### config.mk
export PLATFORM = sky130hd
export DESIGN_NAME = mul_selftest_seq
export DESIGN_NICKNAME = d
export VERILOG_FILES = /design/src/rtl/mul_pkg.sv /design/src/rtl/mul_selftest_seq.sv
export SDC_FILE = /design/constraint.sdc
export NUM_CORES = 1
export LEC_CHECK = 0
export CAP_MARGIN = 20
export CORE_MARGIN = 2
export CORE_UTILIZATION = 49
export CTS_CLUSTER_SIZE = 40
export DETAILED_ROUTE_END_ITERATION = 16
export GPL_TIMING_DRIVEN = 0
export HOLD_SLACK_MARGIN = 0.02
export PLACE_DENSITY = 0.86
export SYNTH_ARGS = -nofsm -noshare
export SYNTH_HDL_FRONTEND = slang
export SYNTH_SLANG_ARGS = --single-unit
### constraint.sdc
create_clock -name clk -period 3.55 [get_ports clk]
set_clock_uncertainty 0.15 [all_clocks]
set_input_delay 0.71 -clock clk [delete_from_list [all_inputs] [get_ports clk]]
set_output_delay 0.71 -clock clk [all_outputs]
set_load 0.03 [all_outputs]
### src/rtl/mul_pkg.sv
// Shared definitions for the 2-bit multiplier and its on-board self-test sequencer.
// Holds the sweep state encoding, the default operand width and width helpers.
package mul_pkg;

   localparam int OPW_DEF = 2;
   localparam int PW_DEF  = 2 * OPW_DEF;
   localparam int NV_DEF  = 1 << (2 * OPW_DEF);

   typedef enum logic [1:0] {
      IDLE   = 2'd0,
      SETTLE = 2'd1,
      CHECK  = 2'd2,
      DONE   = 2'd3
   } state_t;

   function automatic int pw_of(input int opw);
      return 2 * opw;
   endfunction

   function automatic int nv_of(input int opw);
      return 1 << (2 * opw);
   endfunction

   // Settle counter only needs to reach SETTLE_CYCLES-1; keep at least one bit.
   function automatic int cnt_w_of(input int settle);
      return (settle > 1) ? $clog2(settle) : 1;
   endfunction

endpackage

### src/rtl/mul_selftest_seq.sv
// Self-test sequencer: sweeps every operand pair through the external multiplier,
// waits a settle interval, compares product_in to a*b and records results.
module mul_selftest_seq
   import mul_pkg::*;
#(
   parameter int OPW           = OPW_DEF,
   parameter int SETTLE_CYCLES = 2
) (
   input  logic                 clk,
   input  logic                 rst,
   input  logic                 start,
   output logic [OPW-1:0]       a_out,
   output logic [OPW-1:0]       b_out,
   input  logic [2*OPW-1:0]     product_in,
   output logic                 busy,
   output logic                 done,
   output logic                 pass,
   output logic [2*OPW:0]       err_count,
   output logic                 fail_valid,
   output logic [OPW-1:0]       fail_a,
   output logic [OPW-1:0]       fail_b,
   output logic [2*OPW-1:0]     fail_product
);

   localparam int PW = pw_of(OPW);
   localparam int IW = 2 * OPW;
   localparam int EW = 2 * OPW + 1;
   localparam int CW = cnt_w_of(SETTLE_CYCLES);

   localparam logic [IW-1:0] IDX_LAST    = {IW{1'b1}};
   localparam logic [CW-1:0] SETTLE_LAST = CW'(SETTLE_CYCLES - 1);

   if (SETTLE_CYCLES < 1) begin : g_bad_settle
      $error("mul_selftest_seq: SETTLE_CYCLES must be >= 1");
   end

   state_t          state_q, state_d;
   logic [IW-1:0]   idx_q, idx_d;
   logic [CW-1:0]   cnt_q, cnt_d;
   logic [EW-1:0]   err_q, err_d;
   logic            done_q, done_d;
   logic            pass_q, pass_d;
   logic            fv_q, fv_d;
   logic [OPW-1:0]  fa_q, fa_d;
   logic [OPW-1:0]  fb_q, fb_d;
   logic [PW-1:0]   fp_q, fp_d;

   logic            accept;
   logic            mismatch;
   logic [PW-1:0]   expected;
   logic [EW-1:0]   err_inc;

   // Operands come straight from the vector index so they are registered by construction.
   assign a_out = idx_q[IW-1:OPW];
   assign b_out = idx_q[OPW-1:0];

   assign expected = {{OPW{1'b0}}, a_out} * {{OPW{1'b0}}, b_out};
   assign mismatch = (product_in != expected);
   assign err_inc  = err_q + {{(EW-1){1'b0}}, mismatch};
   assign accept   = start && ((state_q == IDLE) || (state_q == DONE));

   always_ff @(posedge clk or posedge rst) begin
      if (rst) begin
         state_q <= IDLE;
         idx_q   <= '0;
         cnt_q   <= '0;
         err_q   <= '0;
         done_q  <= 1'b0;
         pass_q  <= 1'b0;
         fv_q    <= 1'b0;
         fa_q    <= '0;
         fb_q    <= '0;
         fp_q    <= '0;
      end else begin
         state_q <= state_d;
         idx_q   <= idx_d;
         cnt_q   <= cnt_d;
         err_q   <= err_d;
         done_q  <= done_d;
         pass_q  <= pass_d;
         fv_q    <= fv_d;
         fa_q    <= fa_d;
         fb_q    <= fb_d;
         fp_q    <= fp_d;
      end
   end

   always_comb begin
      state_d = state_q;
      idx_d   = idx_q;
      cnt_d   = cnt_q;
      err_d   = err_q;
      done_d  = done_q;
      pass_d  = pass_q;
      fv_d    = fv_q;
      fa_d    = fa_q;
      fb_d    = fb_q;
      fp_d    = fp_q;

      case (state_q)
         IDLE, DONE: begin
            if (accept) begin
               state_d = SETTLE;
               idx_d   = '0;
               cnt_d   = '0;
               err_d   = '0;
               done_d  = 1'b0;
               pass_d  = 1'b0;
               fv_d    = 1'b0;
               fa_d    = '0;
               fb_d    = '0;
               fp_d    = '0;
            end
         end
         SETTLE: begin
            cnt_d = cnt_q + CW'(1);
            if (cnt_q == SETTLE_LAST) begin
               state_d = CHECK;
            end
         end
         CHECK: begin
            err_d = err_inc;
            if (mismatch && !fv_q) begin
               fv_d = 1'b1;
               fa_d = a_out;
               fb_d = b_out;
               fp_d = product_in;
            end
            // pass reflects the count including this cycle's comparison.
            if (idx_q == IDX_LAST) begin
               state_d = DONE;
               done_d  = 1'b1;
               pass_d  = (err_inc == '0);
            end else begin
               state_d = SETTLE;
               idx_d   = idx_q + IW'(1);
               cnt_d   = '0;
            end
         end
         default: begin
            state_d = IDLE;
         end
      endcase
   end

   always_comb begin
      busy = (state_q == SETTLE) || (state_q == CHECK);
   end

   assign done         = done_q;
   assign pass         = pass_q;
   assign err_count    = err_q;
   assign fail_valid   = fv_q;
   assign fail_a       = fa_q;
   assign fail_b       = fb_q;
   assign fail_product = fp_q;

endmodule

== Word level (Yosys, flattened, before mapping) ==
Cells that the tools add are included.

* Word-level logic and storage cells: 64
* Bits in registers: 23
* Input port bits: 7

* $mul: 1
* Mux-type cells: 25
* Eq/ne operators: 10
* Add/subtract/negate cells: 3
* Reductions and logical operators: 15

{| class="wikitable"
|+ Operators with widths
! kind !! count
|-
| $pmux W4 S2 || 2
|-
| $mux W2 || 6
|-
| $mux W4 || 3
|-
| $ne A2 B2 Y1 const B || 5
|-
| $pmux W5 S2 || 1
|-
| $reduce_and A3 Y1 || 3
|-
| $pmux W2 S2 || 2
|-
| $pmux W1 S2 || 3
|-
| $pmux W2 S3 || 1
|-
| $reduce_and A2 Y1 || 3
|-
| $add A5 B1 Y5 || 1
|-
| $logic_not A5 Y1 || 1
|-
| $mux W1 || 5
|-
| $mux W5 || 1
|-
| $add A4 B1 Y4 const B || 1
|-
| $eq A2 B2 Y1 const B || 2
|-
| $eq A4 B4 Y1 const B || 1
|-
| $mul A2 B2 Y4 || 1
|-
| $ne A4 B4 Y1 || 1
|-
| $pmux W1 S3 || 1
|-
| $eq A2 B1 Y1 const B || 1
|-
| $logic_and A1 B1 Y1 || 2
|-
| $logic_not A2 Y1 || 1
|-
| $logic_or A1 B1 Y1 || 2
|-
| other kinds (4) || 4
|}

== Depth between registers and ports, before layout ==
* Depth in word-level cells: 6
* Depth in mapped cells: 13

== Worst setup path before layout ==
Ideal clock, no wire load.

* Path type: flip-flop to flip-flop
* Start point: register idx_q[3]
* End point: register pass_q (netlist: pass)
* Cell stages (with the launch flop): 14
* Library setup time: 0.122 ns
* Slack: 0.507 ns
* Arrival time: 2.772 ns
* Period minus slack after synthesis: 3.043 ns
* Path through: dfrtp_1 clkbuf_1 and2_1 ha_1 ha_1 xor2_1 nor3_1 nand2_1 ha_1 ha_1 nand2b_1 nand3_1 nor3_1 a32o_1

* Cells in the longest elaborated chain, start to end: 6
* Elaborated cells between the ends (all ways): 9
* Those cells by class: add/sub (1); mul (1); eq/ne (3); mux (2); reduce/logical (2)

{| class="wikitable"
|+ RTL lines
! what !! RTL line !! source
|-
| start: declaration || mul_selftest_seq.sv:38 || <nowiki>logic [IW-1:0] idx_q, idx_d;</nowiki>
|-
| start signal: assignment || mul_selftest_seq.sv:76 || <nowiki>idx_q <= idx_d;</nowiki>
|-
| $mul A2 B2 Y4 || mul_selftest_seq.sv:57 || <nowiki>assign expected = {{OPW{1'b0}}, a_out} * {{OPW{1'b0}}, b_out};</nowiki>
|-
| $ne A4 B4 Y1 || mul_selftest_seq.sv:58 || <nowiki>assign mismatch = (product_in != expected);</nowiki>
|-
| $add A5 B1 Y5 || mul_selftest_seq.sv:59 || <nowiki>assign err_inc = err_q + {{(EW-1){1'b0}}, mismatch};</nowiki>
|-
| $logic_not A5 Y1 || mul_selftest_seq.sv:133 || <nowiki>pass_d = (err_inc == '0);</nowiki>
|-
| $mux W1 || mul_selftest_seq.sv:130 || <nowiki>if (idx_q == IDX_LAST) begin</nowiki>
|-
| $pmux W1 S2 || mul_selftest_seq.sv:100 || <nowiki>case (state_q)</nowiki>
|-
| end signal: assignment || mul_selftest_seq.sv:80 || <nowiki>pass_q <= pass_d;</nowiki>
|-
| end: declaration || mul_selftest_seq.sv:42 || <nowiki>logic pass_q, pass_d;</nowiki>
|}

Parallel ways exist; a longest one is shown, timed or not. The select of a mux whose other input is x is not followed.
A chain may end at the register's enable or synchronous reset.

== Final worst setup path ==
Ends and elaborated chain as after synthesis.

==> results.ini <==
[critical_path]
critPathRequiredTime_ns=3.66
path_max_fanout=10
crit_family=adder cells
critPathCaptureType=flop
cpPeakStageDelay_ns=0.39
cp.arrival_ns=3.14
path_buf_inv=1
startpoint_type=flop
critPathKind=flop to flop
cp_common_cell=ha_1
critPathSlowestCell=dfrtp_1
crit_chain=clkbuf_1 > and2_1 > ha_1 > ha_1 > xor2_1 > nor3_2 > nand2_1 > ha_1 > ha_1 > nor2_1 > nand3_1 > nor3_1 > a32o_1

[timing]
hold_slack_ns=0.372
fmax_mhz=329
rsz0062_at_grt=no
finalSetupViolCount=0
setup_tns_ns=0
hold_viol=0
finalCritPeriodShare_pct=85.5
drv_slew=0
max_slew_margin_pct=42.0
timing.final.crit_period_ns=3.04
tightest_slew_ns=0.870

[cts]
clk_latency_ns=0.31
cts.clk_slew.worst_paths_ns=0.13
cts_setup_buffers=0
cts_max_level=1
root_buffer=clkbuf_4
clockBufferDepth=2
cts_tree=yes
cts_buffers=3
cts_sinks=23

[routing]
drc_errors=0
dr.pass1.iters=4
via_count=1033
drt_iter0_drc=23
wl_per_cell_um=14.6
drt_wl_total_mm=2.62
vias_per_cell=5.77
final_antenna_net_count=0

[power]
p_leak_uw=0.000707
total_power_uw=1010
p_per_area_nw_per_um2=653
ir_drop_uv=470

[global_route]
grt_pass1_vias=976
grt_max_degree=24
overflow=0
grt_pass1_wl_mm=4.24
grt_use_total_pct=20.4
antenna_found_initial=0

[layout]
nets=166
area_growth_pct=28.1
utilization_pct=67.7
drive_above_1_share_pct=5.96
antenna_cells=0

[die]
initial_utilization_pct=52.8
die_x_um=53.5
io_pins=28
rows=17
die_area_sq_um=2870
dieHeight_um=53.5
core_sq_um=2280

[yosys]
synth_top_area_cell=dfrtp_1
synth_ff_type=dfrtp_1
ys_seq_area_share_pct=47.9
synth.distinct_cells=26
synth_edf_count=0
syn_area_sq_um=1200
yosys_warnings=0
netlist_instances=120
synth_most_common_cell=dfrtp_1
ys_top_cells_by_count=23 x dfrtp_1, 16 x nand2_1, 10 x a22o_1
synth.avg_cell_area_sq_um=10.0
postSynth.asyncResetShare_pct=100
syn_nets=134
synth_seq_cells=23
synth_area_leaders=dfrtp_1 48%, a22o_1 7.3%, ha_1 7.3%, nand2_1 5.0%, xor2_1 4.4%
synth_top_area_share_pct=47.9

[placement]
hpwl_mm=1.90
portBuffers=27
gp_congestion=0.734

[min_path]
worstHoldPathType=flop to flop

[status]
status=finished, final reports clean

[run]
drv_cap=0

[flip-flops by register name, indices dropped and copies added (netlist names)]
| signal | flops |
|---|---|
| err_count | 5 |
| fail_a | 2 |
| pass | 1 |
| done | 1 |
| fail_b | 2 |
| idx_q | 4 |
| state_q | 2 |
| fail_product | 4 |
| cnt_q | 1 |
| fail_valid | 1 |
[repair_timing]
item / CTS / global route
resized for setup: 0 / 1
endpoints found under the hold margin: 0 / 0
hold buffers: 0 / 0
setup endpoints to repair: 0 / 1
[layer usage]
metal / global-route usage, % / share of wire, % / up-vias
met2: 36.2 / 48 / 32
met3: 3.06 / 5.9 / 2
met1: 24.7 / 45 / 499
li1: - / - / 500
met5: 0 / 0 / -
met4: 8.12 / 0.50 / 0
[path summary, 6_finish.rpt]
kind | slack, ns | cells after the start | startpoint | to
min | 0.37 | 1 | fail_b[1] | fail_b[1]
min in group asynchronous | 0.72 | 2 | rst | fail_a[1]
max | 0.51 | 13 | idx_q[3] | pass
max reg2reg | 0.51 | 13 | idx_q[3] | pass
max in group asynchronous | 2.00 | 2 | rst | err_count[0]
min reg2reg | 0.37 | 1 | fail_b[1] | fail_b[1]
[cells in the final DEF (no fill, tap or decap)]
cell type and count:
ha_1 7, mux2i_1 1, a21oi_1 7, buf_4 1, nand3_1 7, nor2_1 6, nor3_1 1, and3_1 1
clkbuf_1 2, nand4_1 1, o21ai_1 1, o21ai_0 8, nor3_2 1, clkbuf_4 3, a32o_1 3, o2bb2ai_1 1
a311o_2 1, and2_1 4, clkinv_2 1, nand2_1 16, nand2b_1 3, xor2_1 6, dfrtp_1 23, inv_1 4
a211oi_2 1, mux2_2 1, a22o_1 10, a211o_1 1, nor2b_1 2, clkdlybuf4s50_1 27
[metrics by stage]
step	cell area, sq um	setup slack [ns]	instances
CTS	1540	0.328	179
detailed placement	1510	0.355	175
global route	1540	0.216	179
floorplan	1200	0.507	120
global placement	1510	0.422	175
finish	1540	0.514	179
[report_power, final]
group          leakage, uW  switching (uW)  internal [uW]
sequential        0.000313            53.4            315
clock            0.0000177            81.0           42.1
combinational     0.000376             308            206
[cell type report]
| cell class | count | area [sq um] |
|---|---|---|
| buffer | 3 | 15.0 |
| timing repair buffer | 27 | 270 |
| fill | 182 | 736 |
| multi-input combinational | 90 | 602 |
| clock buffer | 3 | 22.5 |
| sequential | 23 | 576 |
| clock inverter | 1 | 5.00 |
| inverter | 4 | 15.0 |
| tap | 28 | 35.0 |
[cell families (layout without fill, tap and decap cells)]
group                    Yosys count  after routing  share of synthesized area [%]
buffers and inverters              7             38                           2.50
adder cells (fa/ha/maj)            7              7                           7.28
multiplexers                       2              2                           1.77
XOR/XNOR                           6              6                           4.37
AO/OA/AOI/OAI                     33             33                           19.9
AND/OR/NAND/NOR                   42             42                           16.3
flip-flops                        23             23                           47.9
Power figures use the tool's default switching activity.
